**src/rtl/j_mac_acc_pkg.sv**
```systemverilog
// Shared encodings and constants for the j_mac_acc accumulator slice.
// Optional saturation of res_lo is enabled by defining J_MAC_SAT_EN.
package j_mac_acc_pkg;

    typedef enum logic [1:0] {
        IDLE = 2'd0,
        ACC  = 2'd1,
        DONE = 2'd2
    } state_t;

    localparam int EXT_W_DEF = 8;

    localparam logic [31:0] SAT_POS = 32'h7FFF_FFFF;
    localparam logic [31:0] SAT_NEG = 32'h8000_0000;

endpackage

```
**src/rtl/j_mac_acc_ext.sv**
```systemverilog
// Guard-byte updater: extends the 32-bit adder result into the EXT_W guard bits
// and flags signed overflow of the full 32+EXT_W accumulator.
module j_mac_acc_ext #(
    parameter int EXT_W = 8
) (
    input  logic [EXT_W-1:0] base_hi,
    input  logic             prod_sign,
    input  logic             co32,
    output logic [EXT_W-1:0] new_hi,
    output logic             ovf
);

    // Sign-extension of the product plus the carry out of the low word.
    assign new_hi = base_hi + {EXT_W{prod_sign}} + {{(EXT_W-1){1'b0}}, co32};
    assign ovf    = (base_hi[EXT_W-1] == prod_sign) && (new_hi[EXT_W-1] != base_hi[EXT_W-1]);

endmodule

```
**src/rtl/j_mac_acc.sv**
```systemverilog
// 40-bit MAC accumulator wrapped around the external 32-bit fast adder.
// Define J_MAC_SAT_EN to clamp res_lo to the 32-bit signed range.
module j_mac_acc
    import j_mac_acc_pkg::*;
#(
    parameter int EXT_W = EXT_W_DEF
) (
    input  logic             clk,
    input  logic             reset,
    input  logic             clear,
    input  logic             mac_valid,
    output logic             mac_ready,
    input  logic [31:0]      mac_prod,
    input  logic             mac_last,
    output logic [31:0]      add_a,
    output logic [31:0]      add_b,
    output logic             add_c,
    input  logic [31:0]      add_s,
    input  logic             add_co32,
    output logic             res_valid,
    input  logic             res_ready,
    output logic [31:0]      res_lo,
    output logic [EXT_W-1:0] res_hi,
    output logic             res_z,
    output logic             res_n,
    output logic             res_c,
    output logic             res_ovf
);

    state_t           state;
    logic [31:0]      acc_lo;
    logic [EXT_W-1:0] acc_hi;
    logic [EXT_W-1:0] base_hi;
    logic [EXT_W-1:0] new_hi;
    logic             step_ovf;
    logic             accept;

    assign mac_ready = (state != DONE);
    assign accept    = mac_valid & mac_ready;

    // A sequence starting from IDLE accumulates from zero without clearing acc first.
    assign add_a   = (state == IDLE) ? 32'd0 : acc_lo;
    assign add_b   = mac_prod;
    assign add_c   = 1'b0;
    assign base_hi = (state == IDLE) ? '0 : acc_hi;

    j_mac_acc_ext #(.EXT_W(EXT_W)) u_ext (
        .base_hi   (base_hi),
        .prod_sign (mac_prod[31]),
        .co32      (add_co32),
        .new_hi    (new_hi),
        .ovf       (step_ovf)
    );

    always_ff @(posedge clk) begin
        if (reset || clear) begin
            state   <= IDLE;
            acc_lo  <= '0;
            acc_hi  <= '0;
            res_c   <= 1'b0;
            res_ovf <= 1'b0;
        end else begin
            if (accept) begin
                acc_lo  <= add_s;
                acc_hi  <= new_hi;
                res_c   <= add_co32;
                res_ovf <= ((state == IDLE) ? 1'b0 : res_ovf) | step_ovf;
            end
            case (state)
                IDLE:    if (accept) state <= mac_last ? DONE : ACC;
                ACC:     if (accept && mac_last) state <= DONE;
                DONE:    if (res_ready) state <= IDLE;
                default: state <= IDLE;
            endcase
        end
    end

    assign res_valid = (state == DONE);
    assign res_hi    = acc_hi;
    assign res_n     = acc_hi[EXT_W-1];

`ifdef J_MAC_SAT_EN
    always_comb begin
        res_lo = acc_lo;
        if (acc_hi != {EXT_W{acc_lo[31]}})
            res_lo = acc_hi[EXT_W-1] ? SAT_NEG : SAT_POS;
    end
`else
    assign res_lo = acc_lo;
`endif

    assign res_z = (res_lo == 32'd0);

endmodule

```
**config.mk**
```make
export PLATFORM = sky130hd
export DESIGN_NAME = j_mac_acc
export DESIGN_NICKNAME = d
export VERILOG_FILES = /design/src/rtl/j_mac_acc_pkg.sv /design/src/rtl/j_mac_acc_ext.sv /design/src/rtl/j_mac_acc.sv
export SDC_FILE = /design/constraint.sdc
export NUM_CORES = 1
export LEC_CHECK = 0
export BUFFER_PORTS_ARGS = -buffer_cell sky130_fd_sc_hd__buf_4
export CAP_MARGIN = 10
export CORE_UTILIZATION = 37
export CTS_BUF_LIST = sky130_fd_sc_hd__clkbuf_16
export DETAILED_ROUTE_END_ITERATION = 16
export PLACE_DENSITY = 0.83
export REMOVE_ABC_BUFFERS = 1
export SLEW_MARGIN = 20
export SYNTH_ARGS = -nofsm -noshare
export SYNTH_HDL_FRONTEND = slang
export SYNTH_SLANG_ARGS = --single-unit
```
**constraint.sdc**
```tcl
create_clock -name clk -period 2.38 [get_ports clk]
set_input_delay 0.595 -clock clk [delete_from_list [all_inputs] [get_ports clk]]
set_output_delay 0.595 -clock clk [all_outputs]
set_load 0.005 [all_outputs]
```
Word-level counts from Yosys, hierarchy flattened
Index checks and enable logic that the tools add are counted.

cells by class
  $add $sub $neg = 2
  $mul = 0
  divide/modulo/power cells = 0
  $lt $le $gt $ge = 0
  equality and inequality tests = 8
  shifts and indexed selects = 0
  multiplexer cells = 8
  bitwise operators = 2
  reduce and logical (&&, ||, !) cells = 6

operator list
  cell                  number
  $logic_not A32 Y1     1
  $mux W32              1
  $add A8 B1 Y8         1
  $add A8 B8 Y8         1
  $mux W2               4
  $mux W8               1
  $ne A2 B2 Y1 const B  3
  $pmux W2 S3           1
  $reduce_and A3 Y1     1
  $eq A2 B1 Y1 const B  1
  $eq A2 B2 Y1 const B  1
  $logic_and A1 B1 Y1   2
  $logic_not A2 Y1      1
  $ne A2 B1 Y1 const B  1
  $and A1 B1 Y1         1
  $eq A1 B1 Y1          1
  $logic_or A1 B1 Y1    1
  $mux W1               1
  $ne A1 B1 Y1          1
  $or A1 B1 Y1          1

storage, ports and cells
  bits in registers = 44
  bits in latches = 0
  RAM bits = 0
  memory bits (read-only) = 0
  input bits = 71
  output and inout bits = 111
  logic and storage cells = 31
  memories kept = 0

Depth between registers and ports, before layout
Gate-level depths: netlist (run 1).

  depth in word-level cells = 7
  mapped depth = 11
  depth with buffers taken out = 10

By module
A second synthesis (run 1) with hierarchy kept.

second synthesis, totals
  cell total of the unflattened synthesis = 337
  area total of the unflattened synthesis = 2677.6 sq um

modules (own cells, without submodules)
  module         instances  cells an instance  area each (sq um)  sequential area each (sq um)
  j_mac_acc      1          293                2332.2             880.8
  j_mac_acc_ext  1          44                 345.3              0.0

Least setup slack after synthesis (run 1)
OpenSTA, ideal clock, no wires.

  path kind = register to register
  start = register state[1]
  end = register acc_hi[6] (netlist: res_hi[6])
  library setup time = 0.122 ns
  arrival time = 2.432 ns
  required time = 2.258 ns
  path slack = -0.174 ns
  cell stages (with the launch flop) = 12
  path buffers = 1
  period minus slack after synthesis = 2.554 ns
  path through = dfxtp_1 -> nor2_1 -> clkbuf_1 -> nor2b_1 -> fa_1 -> fa_1 -> a21o_1 -> a21oi_1 -> nor2b_1 -> o21ai_0 -> or4_1 -> nand3_1

between the ends
  longest elaborated chain between the ends = 4
  elaborated cells on any way between the ends = 6
  classes of those cells = 2 x add/sub; 1 x eq/ne; 1 x mux; 1 x bitwise; 1 x reduce/logical

ends and longest elaborated chain
  item                    line                 RTL
  start, declared         j_mac_acc.sv:30      state_t state;
  start signal, assigned  j_mac_acc.sv:70      IDLE: if (accept) state <= mac_last ? DONE : ACC;
  $logic_not A2 Y1        j_mac_acc.sv:45      assign base_hi = (state == IDLE) ? '0 : acc_hi;
  $mux W8                 j_mac_acc.sv:45
  $add A8 B8 Y8           j_mac_acc_ext.sv:14  assign new_hi = base_hi + {EXT_W{prod_sign}} + {{(EXT_W-1){1'b0}}, co32};
  $add A8 B1 Y8           j_mac_acc_ext.sv:14
  end signal, assigned    j_mac_acc.sv:65      acc_hi <= new_hi;
  end, declared           j_mac_acc.sv:32      logic [EXT_W-1:0] acc_hi;

Parallel ways exist; a longest one is shown, timed or not.
A chain may end at the register's enable or synchronous reset.

Worst setup path in the final report (run 1)
  start = register state[0]
  end = register res_ovf

between the ends
  longest elaborated chain between the ends = 7
  elaborated cells on any way between the ends = 11
  classes of those cells = 2 x add/sub; 3 x eq/ne; 2 x mux; 2 x bitwise; 2 x reduce/logical

ends and longest elaborated chain
  item                  line                              RTL
  $logic_not A2 Y1      j_mac_acc.sv:45, j_mac_acc.sv:67
  $mux W8               j_mac_acc.sv:45
  $add A8 B8 Y8         j_mac_acc_ext.sv:14
  $add A8 B1 Y8         j_mac_acc_ext.sv:14
  $ne A1 B1 Y1          j_mac_acc_ext.sv:15               assign ovf = (base_hi[EXT_W-1] == prod_sign) && (new_hi[EXT_W-1] != base_hi[EXT_W-1]);
  $logic_and A1 B1 Y1   j_mac_acc_ext.sv:15
  $or A1 B1 Y1          j_mac_acc.sv:67                   res_ovf <= ((state == IDLE) ? 1'b0 : res_ovf) | step_ovf;
  end signal, assigned  j_mac_acc.sv:67
  end, declared         j_mac_acc.sv:27                   output logic res_ovf

Parallel ways exist; a longest one is shown, timed or not.

==> results.cfg, run 1 <==
[status]
status = finished, final reports clean

[clocking]
clkTransAtPathRegs_ns = 0.06
clockRootBuffer = clkbuf_16
clkLatencyLatePin_ns = 0.28
cts_tree = yes
cts_made_buffers = 5
htreeDepth = 2
cts.sinks = 44
cts_buffer_depth = 2

[floorplanning]
rows = 29
die_width_um = 83.4
dieArea_um2 = 6950
core-area_um2 = 6390
die_h_um = 83.4
ioPinCount = 182
start_util = 0.384

[power_and_ir_drop]
p_leak_nw = 1.51
power_density_nw_per_um2 = 506
ir_worst_vdd_v = 0.000256

[synthesis]
syn-cell-area_um2 = 2450
synth_top_area_frac = 0.360
netlist_instances = 323
postSynthAreaPerCell_um2 = 7.58
ys.flop_type = dfxtp_1
synth-seq-area-share = 0.360
synth_seq_cells = 44
ys_warn_count = 0
yosysUniqueCellTypes = 34
synth_area_leader_cell = dfxtp_1
synthArstFlopShare = 0
synth.area.top_cells = dfxtp_1 36%, nand2_1 13%, nor2b_1 10%
synth_edf_count = 0

[place]
placed_area_um2 = 3190
port_buffers = 118
gp_congestion = 0.792
dp_hpwl_mm = 6.03

[cells_and_area]
final_common_cell = buf_4
fillers = 623
final_layout_size_suffix_gt1_frac = 0.351
final_area_um2 = 3350
finalNetCount = 489
n_antenna_cell = 0
final_core_util = 0.524
area.growth.synth_to_final_pct = 36.7
mostFrequentLayoutCells = 131 x buf_4, 82 x nand2_1, 44 x dfxtp_1, 40 x nor2b_1, 38 x a21oi_1

[detailed_routing]
drt_wl_total_mm = 7.78
dr.pass1.iters = 5
drt-initial-drc-count = 73
route.detailed.drc = 0
route.vias.total = 2461
wl_per_cell_um = 16.0
viasPerCell = 5.05
drtAntennaViolNets = 0

[critical_path]
cp-start-kind = flip-flop
crit_path_end_kind = flip-flop
crit_path_top_delay_cell = or4_1
path_cells = nor2_4, buf_8, nor2b_1, ha_1, a21o_1, a21oi_2, a32oi_1, or4_1, a31oi_1
worstPathArrival_ns = 2.46
path_class = reg2reg
required_ns = 2.59
crit_buf_inv = 1
max_stage_delay_ns = 0.48
crit_fanout = 21
cp_top_family = simple AND/OR/NAND/NOR gates

[global_routing]
antenna_found_initial = 0
grt_overflow = 0
grt_max_degree = 44
first_global_vias = 2257
grt_pass1_wl_mm = 11.8
track_usage = 0.216

[sta]
final-hold-violation-count = 0
period_share = 0.945
rsz0062_at_grt = no
maxSlewHeadroom = 0.596
worst_pin_slew_ns = 0.606
setup_viol = 0
drv_slew = 0
clock.fmax_mhz = 444
period_minus_slack_ns = 2.25
fin_worst_skew_ns = 0.00634

[worst_hold_path]
min_path_type = reg2reg

[flow_run]
maxCapViolCount = 0
worst min-delay path, stage by stage, from the launching register on:
cell	delay, ns
dfxtp_1	0.31
nand2_1	0.05
a21oi_1	0.05
cell type report:
cell class	instances	area, um^2	share of cell area
well taps	77	96.3	0.0288
clock buffers	5	125	0.0374
flip-flops and latches	44	881	0.263
clock inverters	2	8.76	0.00261
multi-input cells	223	1220	0.366
repair buffers	132	998	0.298
inverters	4	15.0	0.00448
report_power, final:
| group | switching (mW) | internal [mW] | total, mW |
|---|---|---|---|
| Sequential | 0.0246 | 0.762 | 0.786 |
| Combinational | 0.135 | 0.144 | 0.278 |
| Clock | 0.255 | 0.377 | 0.632 |
path summary, 6_finish.rpt:
| check | from | to | slack, ns | cells after the start |
|---|---|---|---|---|
| setup / recovery | state[0]$_SDFFE_PP0P_ | res_ovf$_SDFFE_PP0P_ | 0.13 | 9 |
| hold / removal | res_hi[0]$_SDFFE_PP0P_ | res_hi[0]$_SDFFE_PP0P_ | 0.47 | 2 |
| setup reg to reg | state[0]$_SDFFE_PP0P_ | res_ovf$_SDFFE_PP0P_ | 0.13 | 9 |
| hold reg to reg | res_hi[0]$_SDFFE_PP0P_ | res_hi[0]$_SDFFE_PP0P_ | 0.47 | 2 |
sequential cells by signal, summed over array words and instances (netlist names):
register  count
res_hi        8
res_c         1
res_lo       32
res_ovf       1
state         2
routing by layer:
layer | part of all wire | track usage
met5 | 0 | 0.0682
met4 | 0.0032 | 0.0329
met3 | 0.12 | 0.129
met2 | 0.46 | 0.335
met1 | 0.41 | 0.255
kinds of logic (layout without fill, tap and decap cells):
kind of cell	Yosys count	count (layout)	synth area share
compound gates	54	54	0.119
xor+xnor	5	5	0.0179
fa+ha+maj	8	8	0.0470
buf+inv	56	143	0.147
flops	44	44	0.360
other cells	1	1	0.00153
simple gates	155	155	0.308
Yosys cell counts, types with 4 or more instances:
cell type	number
nor2_1	7
buf_4	34
xnor2_1	4
nor4_1	9
o21ai_0	7
buf_2	4
nand2_1	82
clkbuf_1	12
a21oi_1	39
ha_1	6
inv_1	4
nor2b_1	41
dfxtp_1	44
what timing repair did:
| item | 4_1_cts | 5_1_grt |
|---|---|---|
| buffers inserted | 0 | 0 |
| endpoints found under the hold margin | 0 | 0 |
| hold buffers | 0 | 0 |
| gates resized for setup | 0 | 7 |
| endpoints found under the setup margin | 0 | 4 |
through the flow:
stage	hold WS, ns	setup slack (ns)	setup TNS (ns)	total power [mW]	instances
after global routing	0.509	0.00480	0	1.78	487
after detailed placement	0.459	-0.172	-0.331	1.08	480
after global placement	0.455	-0.0903	-0.144	1.07	480
final	0.467	0.130	0	1.70	487
after floorplan	0.453	-1.08	-6.07	0.915	271
after CTS	0.467	0.00739	0	1.72	487
Power figures use the tool's default switching activity.
==> run 2, diff against run 1 <==
Settings changed: CORE_UTILIZATION 37 to 38, PLACE_DENSITY 0.83 to 0.82, SYNTH_HIERARCHICAL set to 1.
==> results.cfg, run 2 <==
[floorplanning]
rows = 30
core-area_um2 = 6790
die_width_um = 85.9
start_util = 0.394
die_h_um = 85.9
ioPinCount = 182
dieArea_um2 = 7390

[detailed_routing]
drt-initial-drc-count = 120
dr.pass1.iters = 5
drtAntennaViolNets = 0
drt_wl_total_mm = 8.57
route.vias.total = 2686
wl_per_cell_um = 16.8
viasPerCell = 5.26
route.detailed.drc = 0

[critical_path]
required_ns = 2.59
rr_worst_depth = 11
cp.depth = 11
crit_buf_inv = 1
cp-start-kind = flip-flop
cp_top_family = simple AND/OR/NAND/NOR gates
crit_fanout = 4
worstPathArrival_ns = 2.55
max_stage_delay_ns = 0.42
path_class = reg2reg
path_cells = nor2_4, nor2b_1, fa_2, inv_2, fa_2, nor2b_4, o31a_1, or4_1, nand3_1, nand3_1, a21oi_1
crit_path_top_delay_cell = or4_1
crit_path_end_kind = flip-flop

[global_routing]
antenna_found_initial = 0
grt_overflow = 0
first_global_vias = 2442
grt_pass1_wl_mm = 12.9
grt_max_degree = 45
track_usage = 0.224

[power_and_ir_drop]
p_leak_nw = 1.57
power_density_nw_per_um2 = 498
finalPower_mw = 1.76
ir_worst_vdd_v = 0.000247

[cells_and_area]
final_layout_size_suffix_gt1_frac = 0.361
mostFrequentLayoutCells = 130 x buf_4, 47 x a21oi_1, 43 x nand3_1, 43 x dfxtp_1, 39 x o21ai_1
area.growth.synth_to_final_pct = 31.9
finalNetCount = 493
fillers = 662
largest_reg_flops = 32
final_common_cell = buf_4
n_antenna_cell = 0

[clocking]
clkTransAtPathRegs_ns = 0.06
cts_buffer_depth = 2
cts.sinks = 44
clkLatencyLatePin_ns = 0.28
htreeDepth = 2
clockRootBuffer = clkbuf_16
cts_made_buffers = 5
cts-hold-fix-buffers = 0
cts_tree = yes

[synthesis]
postSynthAreaPerCell_um2 = 7.95
ys.flop_type = dfxtp_1
ys_warn_count = 6
synth_edf_count = 0
syn-cell-area_um2 = 2680
synth_top_area_frac = 0.329
synth_common_cells = 47 x a21oi_1, 44 x dfxtp_1, 43 x nand3_1, 39 x o21ai_1, 38 x buf_4
synth.area.top_cells = dfxtp_1 33%, buf_4 11%, a21oi_1 8.8%
synth-seq-area-share = 0.329
netlist_instances = 337
synthArstFlopShare = 0
yosysMostFrequentCell = a21oi_1
synth_seq_cells = 44
synth_area_leader_cell = dfxtp_1
yosysUniqueCellTypes = 38

[flow_run]
maxCapViolCount = 0

[sta]
fin_worst_skew_ns = 0.00476
rsz0062_at_grt = yes
clock.fmax_mhz = 426
period_share = 0.986
maxSlewHeadroom = 0.416
drv_slew = 0
setup_viol = 0
hold_ws_ns = 0.489
final-hold-violation-count = 0
period_minus_slack_ns = 2.35
worst_pin_slew_ns = 0.877

[place]
gp_congestion = 0.754
dp_hpwl_mm = 6.02
port_buffers = 118

[status]
status = finished, final reports clean

[worst_hold_path]
hold_path_depth = 2
min_path_type = reg2reg
-- run 2: changes by cell type after synthesis, sizes merged, moves of 2 or more --
| cell | delta |
|---|---|
| and2 | -2 |
| nand4b | -2 |
| o21ai | +38 |
| nand2 | -79 |
| inv | +3 |
| nand3 | +41 |
| and2b | +12 |
| nor2b | -12 |
| a31oi | -2 |
| buf | +10 |
| a21oi | +7 |
-- run 2: metal layers --
| metal | wire [um] | GRT usage | vias to the layer above |
|---|---|---|---|
| met2 | 3850 | 0.337 | 130 |
| met5 | 21 | 0.0559 | - |
| met1 | 3650 | 0.282 | 1257 |
| li1 | - | - | 1291 |
| met3 | 1000 | 0.115 | 6 |
| met4 | 45 | 0.0455 | 2 |
-- run 2: logic make-up after synthesis --
group | after synthesis | share of synthesized area
other cells | 1 | 0.00140
simple gates | 109 | 0.234
fa+ha+maj | 8 | 0.0430
xor+xnor | 4 | 0.0131
buf+inv | 68 | 0.171
mux | 1 | 0.00374
compound gates | 102 | 0.204
flops | 44 | 0.329
-- run 2: layout make-up --
type | count | area, um^2 | share of cell area
Clock buffer | 5 | 125 | 0.0354
Clock inverter | 3 | 18.8 | 0.00532
Inverter | 7 | 31.3 | 0.00886
Multi-Input combinational cell | 225 | 1360 | 0.384
Sequential cell | 44 | 882 | 0.250
Tap cell | 96 | 120 | 0.0340
Timing Repair Buffer | 131 | 996 | 0.282
-- run 2: timing repair --
| item | in CTS | in global routing |
|---|---|---|
| setup buffers | 0 | 2 |
| setup endpoints to repair | 2 | 3 |
| pin swaps | 0 | 7 |
| resized for setup | 2 | 4 |
-- run 2: through the flow --
step | util | instances | cell area [um^2] | TNS [ns] | setup slack, ns
3_3_place_gp | 0.494 | 501 | 3360 | -0.118 | -0.106
5_1_grt | 0.520 | 511 | 3530 | -0.101 | -0.0779
2_1_floorplan | - | 276 | 2250 | -5.85 | -1.11
6_report | 0.520 | 511 | 3530 | 0 | 0.0324
4_1_cts | 0.516 | 509 | 3510 | -0.0458 | -0.0458
3_5_place_dp | 0.494 | 501 | 3360 | -0.276 | -0.170
-- run 2: path summary, 6_finish.rpt --
check | startpoint | end | slack (ns)
worst max-delay path | state[0]$_SDFFE_PP0P_ | res_hi[6]$_SDFFE_PP0P_ | 0.03
worst min-delay path | res_ovf$_SDFFE_PP0P_ | res_ovf$_SDFFE_PP0P_ | 0.49
worst max register to register | state[0]$_SDFFE_PP0P_ | res_hi[6]$_SDFFE_PP0P_ | 0.03
worst min register to register | res_ovf$_SDFFE_PP0P_ | res_ovf$_SDFFE_PP0P_ | 0.49
-- run 2: where the power goes --
group          internal (mW)  switching, mW
sequential             0.761         0.0232
combinational          0.153          0.149
clock                  0.385          0.288
total                   1.30          0.460
-- run 2: worst min-delay path: cells and delay by family (launching register included) --
kind / cells / cell delay (ns)
DFF: 1 / 0.32
AOI/OAI and AO/OA: 2 / 0.12
